$ cat config.mk
export PLATFORM = sky130hd
export DESIGN_NAME = fifo_ctrl_flat
export DESIGN_NICKNAME = d
export VERILOG_FILES = /design/src/rtl/fifo_if.sv /design/src/rtl/fifo_ctrl.sv /design/src/flat_wrapper.sv
export SDC_FILE = /design/constraint.sdc
export NUM_CORES = 1
export LEC_CHECK = 0
export CAP_MARGIN = 0
export CORE_ASPECT_RATIO = 1.75
export CORE_MARGIN = 2
export CORE_UTILIZATION = 57
export CTS_CLUSTER_DIAMETER = 60
export CTS_CLUSTER_SIZE = 8
export DETAILED_ROUTE_END_ITERATION = 10
export DONT_BUFFER_PORTS = 1
export GPL_TIMING_DRIVEN = 0
export PLACE_DENSITY = 0.73
export SYNTH_ARGS = -nofsm -noshare
export SYNTH_HDL_FRONTEND = slang
export SYNTH_SLANG_ARGS = --single-unit
$ cat constraint.sdc
create_clock -name clk -period 5.5 [get_ports clk]
set_input_delay 1.65 -clock clk [delete_from_list [all_inputs] [get_ports clk]]
set_output_delay 1.65 -clock clk [all_outputs]
set_load 0.02 [all_outputs]
$ cat src/rtl/fifo_if.sv
// Producer, consumer and memory-port signals of the FIFO controller.
// master is the controller side; slave is the producer/consumer/memory side.
interface fifo_if #(
   parameter int DATA_WIDTH = 8,
   parameter int ADDR_WIDTH = 10
);
   logic                  s_valid;
   logic                  s_ready;
   logic [DATA_WIDTH-1:0] s_data;
   logic                  m_valid;
   logic                  m_ready;
   logic [DATA_WIDTH-1:0] m_data;
   logic                  mem_we;
   logic [ADDR_WIDTH-1:0] mem_waddr;
   logic [DATA_WIDTH-1:0] mem_wdata;
   logic                  mem_re;
   logic [ADDR_WIDTH-1:0] mem_raddr;
   logic [DATA_WIDTH-1:0] mem_rdata;

   modport master (
      input  s_valid, s_data, m_ready, mem_rdata,
      output s_ready, m_valid, m_data, mem_we, mem_waddr, mem_wdata, mem_re, mem_raddr
   );

   modport slave (
      output s_valid, s_data, m_ready, mem_rdata,
      input  s_ready, m_valid, m_data, mem_we, mem_waddr, mem_wdata, mem_re, mem_raddr
   );
endinterface

$ cat src/rtl/fifo_ctrl.sv
// Synchronous FIFO controller over a dual-port memory with a registered read port.
// A 2-entry show-ahead stage (head + skid) hides the memory read latency.
module fifo_ctrl #(
   parameter int DATA_WIDTH    = 8,
   parameter int ADDR_WIDTH    = 10,
   parameter int AFULL_THRESH  = (1 << ADDR_WIDTH) - 2,
   parameter int AEMPTY_THRESH = 2
) (
   input  logic                  clk,
   input  logic                  rstn,
   input  logic                  flush,
   fifo_if.master                bus,
   output logic [ADDR_WIDTH+1:0] count,
   output logic                  almost_full,
   output logic                  almost_empty
);
   localparam int                    DEPTH   = 1 << ADDR_WIDTH;
   localparam logic [ADDR_WIDTH:0]   DEPTH_W = DEPTH[ADDR_WIDTH:0];
   localparam logic [ADDR_WIDTH+1:0] AF_W    = AFULL_THRESH[ADDR_WIDTH+1:0];
   localparam logic [ADDR_WIDTH+1:0] AE_W    = AEMPTY_THRESH[ADDR_WIDTH+1:0];

   logic [ADDR_WIDTH-1:0] wptr, rptr;
   logic [ADDR_WIDTH:0]   mem_words;
   logic                  rd_pending;
   logic [1:0]            out_cnt;
   logic [DATA_WIDTH-1:0] head, skid;

   logic       push, pop;
   logic [2:0] stage_after;
   logic [1:0] cnt_kept;

   assign push = bus.s_valid && bus.s_ready;
   assign pop  = bus.m_valid && bus.m_ready;

   // rstn gating keeps s_ready low while reset is held.
   assign bus.s_ready = rstn && !flush && (mem_words < DEPTH_W);

   // Only fetch when the stage will have room for the word once it returns.
   assign stage_after = {1'b0, out_cnt} + {2'b00, rd_pending} - {2'b00, pop};
   assign bus.mem_re  = (mem_words != '0) && (stage_after < 3'd2) && !flush;

   assign bus.mem_we    = push;
   assign bus.mem_waddr = wptr;
   assign bus.mem_wdata = bus.s_data;
   assign bus.mem_raddr = rptr;
   assign bus.m_valid   = (out_cnt != 2'd0);
   assign bus.m_data    = head;

   assign cnt_kept = out_cnt - {1'b0, pop};

   always_ff @(posedge clk or negedge rstn) begin
      if (!rstn) begin
         wptr       <= '0;
         rptr       <= '0;
         mem_words  <= '0;
         rd_pending <= 1'b0;
         out_cnt    <= 2'd0;
         head       <= '0;
         skid       <= '0;
      end else if (flush) begin
         // A read returning next cycle is dropped because rd_pending clears here.
         wptr       <= '0;
         rptr       <= '0;
         mem_words  <= '0;
         rd_pending <= 1'b0;
         out_cnt    <= 2'd0;
      end else begin
         if (push)       wptr <= wptr + 1'b1;
         if (bus.mem_re) rptr <= rptr + 1'b1;
         mem_words  <= mem_words + {{ADDR_WIDTH{1'b0}}, push} - {{ADDR_WIDTH{1'b0}}, bus.mem_re};
         rd_pending <= bus.mem_re;
         out_cnt    <= cnt_kept + {1'b0, rd_pending};
         if (pop && out_cnt == 2'd2) head <= skid;
         if (rd_pending) begin
            if (cnt_kept == 2'd0) head <= bus.mem_rdata;
            else                  skid <= bus.mem_rdata;
         end
      end
   end

   assign count        = {1'b0, mem_words} + {{(ADDR_WIDTH+1){1'b0}}, rd_pending}
                       + {{ADDR_WIDTH{1'b0}}, out_cnt};
   assign almost_full  = (count >= AF_W);
   assign almost_empty = (count <= AE_W);
endmodule

$ cat src/flat_wrapper.sv
// flat-port wrapper written by rule: the top's interface ports become plain ports
module fifo_ctrl_flat 
#(
   parameter int DATA_WIDTH    = 8,
   parameter int ADDR_WIDTH    = 10,
   parameter int AFULL_THRESH  = (1 << ADDR_WIDTH) - 2,
   parameter int AEMPTY_THRESH = 2
)
  (clk, rstn, flush, count, almost_full, almost_empty, bus_s_valid, bus_s_data, bus_m_ready, bus_mem_rdata, bus_s_ready, bus_m_valid, bus_m_data, bus_mem_we, bus_mem_waddr, bus_mem_wdata, bus_mem_re, bus_mem_raddr);
  fifo_if #(.DATA_WIDTH(DATA_WIDTH), .ADDR_WIDTH(ADDR_WIDTH)) bus_i ();
  input  logic clk;
  input  logic rstn;
  input  logic flush;
  output logic [ADDR_WIDTH+1:0] count;
  output logic almost_full;
  output logic almost_empty;
  input wire logic [$bits(bus_i.s_valid)-1:0] bus_s_valid;
  input wire logic [$bits(bus_i.s_data)-1:0] bus_s_data;
  input wire logic [$bits(bus_i.m_ready)-1:0] bus_m_ready;
  input wire logic [$bits(bus_i.mem_rdata)-1:0] bus_mem_rdata;
  output wire logic [$bits(bus_i.s_ready)-1:0] bus_s_ready;
  output wire logic [$bits(bus_i.m_valid)-1:0] bus_m_valid;
  output wire logic [$bits(bus_i.m_data)-1:0] bus_m_data;
  output wire logic [$bits(bus_i.mem_we)-1:0] bus_mem_we;
  output wire logic [$bits(bus_i.mem_waddr)-1:0] bus_mem_waddr;
  output wire logic [$bits(bus_i.mem_wdata)-1:0] bus_mem_wdata;
  output wire logic [$bits(bus_i.mem_re)-1:0] bus_mem_re;
  output wire logic [$bits(bus_i.mem_raddr)-1:0] bus_mem_raddr;
  assign bus_i.s_valid = bus_s_valid;
  assign bus_i.s_data = bus_s_data;
  assign bus_i.m_ready = bus_m_ready;
  assign bus_i.mem_rdata = bus_mem_rdata;
  assign bus_s_ready = bus_i.s_ready;
  assign bus_m_valid = bus_i.m_valid;
  assign bus_m_data = bus_i.m_data;
  assign bus_mem_we = bus_i.mem_we;
  assign bus_mem_waddr = bus_i.mem_waddr;
  assign bus_mem_wdata = bus_i.mem_wdata;
  assign bus_mem_re = bus_i.mem_re;
  assign bus_mem_raddr = bus_i.mem_raddr;
  fifo_ctrl #(.DATA_WIDTH(DATA_WIDTH), .ADDR_WIDTH(ADDR_WIDTH), .AFULL_THRESH(AFULL_THRESH), .AEMPTY_THRESH(AEMPTY_THRESH)) u_core (.clk(clk), .rstn(rstn), .flush(flush), .bus(bus_i), .count(count), .almost_full(almost_full), .almost_empty(almost_empty));
endmodule
==> results.cfg <==
[clock_network]
post_cts_buffers = 0
clock_latency_ns = 0.31
h-tree-depth = 2
clk_pin_slew_ns = 0.09
cts_buffers = 5
hold_buffers = 0
cts_tree = built
cts_buffer_depth = 2
clkSinkCount = 50
root_buffer = clkbuf_8

[critical_path]
cpMostUsedCell = fa_1
crit_type = flop to output pin
crit_fanout = 7
rr_startpoint = u_core.out_cnt[1]
reg2reg_to = u_core.mem_words[10]
crit_path_end = almost_empty
worstSetupPathDepth = 8
cp-startpoint = u_core.rd_pending
worst_ep_required_time_ns = 3.85
slowest_stage = or4b_4
end_kind = output pin
r2r_slack_ns = 0.84
cp_slowest_stage_delay_ns = 0.62
rr_worst_depth = 18
critPathBufInv = 1
critPathTopFamily = simple AND/OR/NAND/NOR gates
start_kind = flop
arrival_ns = 3.57
path_cells = inv_1 > fa_1 > fa_1 > nor2b_2 > nand3_2 > xnor2_1 > or4b_4 > nor4b_4

[sta]
hold_ws_ns = 0.516
skew_ns = 0.00415
worstMarginPinSlew_ns = 0.723
setup_viol = 0
tns_ns = 0
rsz0062_at_grt = false
period_minus_slack_ns = 5.22
hold_viol = 0
fin_crit_sh = 0.950
final_max_slew_viol_count = 0
max_freq_ghz = 0.191
maxSlewHeadroom = 0.518

[detailed_routing]
drt-vias-per-instance = 5.74
post_drt_wl_per_cell_um = 16.9
ant_nets = 0
remaining_drc_errors = 0
totalWireLength_um = 7040
vias = 2394
dr.pass1.iters = 4
drt_first_iter_violations = 91

[layout]
final_cell_count_no_fill = 417
nNetsFinal = 393
seq_area_sq_um = 1250
multi_input_area_sq_um = 1840
finalInstanceArea_sq_um = 3490
fill_cells = 515
drive_gt1_frac = 0.120
diodes = 0
syn2layout_area_growth_pct = 5.68

[logic_synthesis]
ys_types = 55
synth-seq-area-share = 0.379
synth-edff-count = 0
post_synth.cell_area_avg_sq_um = 9.92
synth_cells = 333
ys_ff_latch = 50
yosys_warnings = 0
synthFlopType = dfrtp_1
syn-cell-area_sq_um = 3300
synth_nets = 386
async_flop_share = 1.00

[status]
status = finished, final reports clean

[flow_run]
max_cap_violations = 0

[min_path]
min_path_type = flop to flop
min_from = u_core.skid[6]

[die]
boundaryPins = 75
fp.dieW_um = 61.5
rows = 36
die-area_sq_um = 6440
die_y_um = 105
core-area_sq_um = 5590
start_util = 0.591

[place]
dp_cells = 409
placed_cell_area_sq_um = 3400
gp_congestion = 0.791
dp_hpwl_um = 5410
io_buffers = 0

[power_and_ir_drop]
ir_worst_vdd_mv = 0.374
total_power_mw = 2.00
p_leak_nw = 1.54
powerDensity_nw_per_um2 = 573

[global_route]
grt_max_degree = 52
grt_usage = 0.229
grt_pass1_vias = 2466
antenna_found_initial = 0
grt_overflow = 0
grt_pass1_wl_um = 11100
report_power, final:
group / leakage [nW] / switching (mW) / internal (mW)
Clock: 0.0441 / 0.128 / 0.0896
Sequential: 0.643 / 0.156 / 0.482
Combinational: 0.854 / 0.658 / 0.486
Total: 1.54 / 0.942 / 1.06
synth_stat cells (4+ instances only):
cell,count,share of area
clkbuf_1,4,0.0045
nand2_1,14,0.016
nor2_1,25,0.028
nand3_1,6,0.0091
a21oi_1,10,0.015
or3_1,7,0.013
xor2_1,11,0.029
inv_1,31,0.035
nand4_1,5,0.0095
o21ai_0,13,0.020
and3_1,4,0.0076
nor2b_1,7,0.013
buf_4,8,0.018
xnor2_1,19,0.050
nor3_1,8,0.012
dfrtp_1,50,0.38
fa_1,4,0.024
nand2b_1,4,0.0076
ha_1,28,0.11
mux2_2,9,0.031
o22a_1,16,0.042
per-stage QoR:
step / worst slack (ns) / util
after floorplan: 0.315 / -
final: 0.277 / 0.625
after global routing: 0.131 / 0.625
after global placement: -0.132 / 0.608
after detailed placement: -0.163 / 0.608
after CTS: 0.158 / 0.625
layout make-up:
class,count,share of cell area
inverters,32,0.0344
flip-flops and latches,50,0.358
well taps,76,0.0272
multi-input cells,235,0.528
plain buffers,16,0.0265
clock inverters,3,0.00609
clock buffers,5,0.0197
cell families after synthesis:
logic type	count (synthesis)	synth area share
compound gates	60	0.128
simple gates	102	0.180
xor+xnor	31	0.0845
buf+inv	48	0.0644
flops	50	0.379
mux	10	0.0337
fa+ha+maj	32	0.130
what timing repair did:
action | CTS | global route
hold endpoints to repair | 0 | 0
resized for setup | 0 | 1
endpoints found under the setup margin | 0 | 1
state kept, by name, indices dropped and copies added (netlist names):
signal	count
u_core.bus.mem_waddr	10
u_core.out_cnt	2
u_core.mem_words	11
u_core.bus.m_data	8
u_core.skid	8
u_core.bus.mem_raddr	10
u_core.rd_pending	1
per-layer routing:
| metal | track usage | vias to the layer above | share of wire |
|---|---|---|---|
| met5 | 0 | - | 0 |
| met2 | 0.407 | 61 | 0.55 |
| met3 | 0.0693 | 12 | 0.054 |
| met1 | 0.230 | 1168 | 0.37 |
| li1 | - | 1153 | - |
| met4 | 0.102 | 0 | 0.027 |
worst min path at each step:
stage                     endpoint  slack [ns]  cells past startpoint
floorplan           u_core.skid[0]        0.48                      1
global placement    u_core.skid[6]        0.49                      1
detailed placement  u_core.skid[7]        0.50                      1
CTS                 u_core.skid[7]        0.52                      1
global route        u_core.skid[5]        0.54                      1
finish              u_core.skid[6]        0.52                      1
placed cells by master (no fill, tap or decap), types with 3 or more instances in the layout:
| master | instances |
|---|---|
| and3_1 | 4 |
| ha_1 | 28 |
| nand2b_1 | 4 |
| xnor2_1 | 19 |
| buf_4 | 8 |
| xor2_1 | 11 |
| nand2_1 | 14 |
| clkbuf_8 | 5 |
| mux2_2 | 9 |
| a21oi_1 | 10 |
| fa_1 | 4 |
| a21o_1 | 3 |
| dfrtp_1 | 50 |
| or3_1 | 7 |
| nor2b_1 | 7 |
| clkbuf_1 | 4 |
| o211ai_1 | 3 |
| nand3b_1 | 3 |
| nor3_1 | 8 |
| inv_1 | 31 |
| nor2_1 | 24 |
| o22a_1 | 16 |
| nand3_1 | 6 |
| o21ai_0 | 13 |
| and2_1 | 3 |
| nand4_1 | 5 |
No activity file was read; power rests on OpenSTA's default activity.
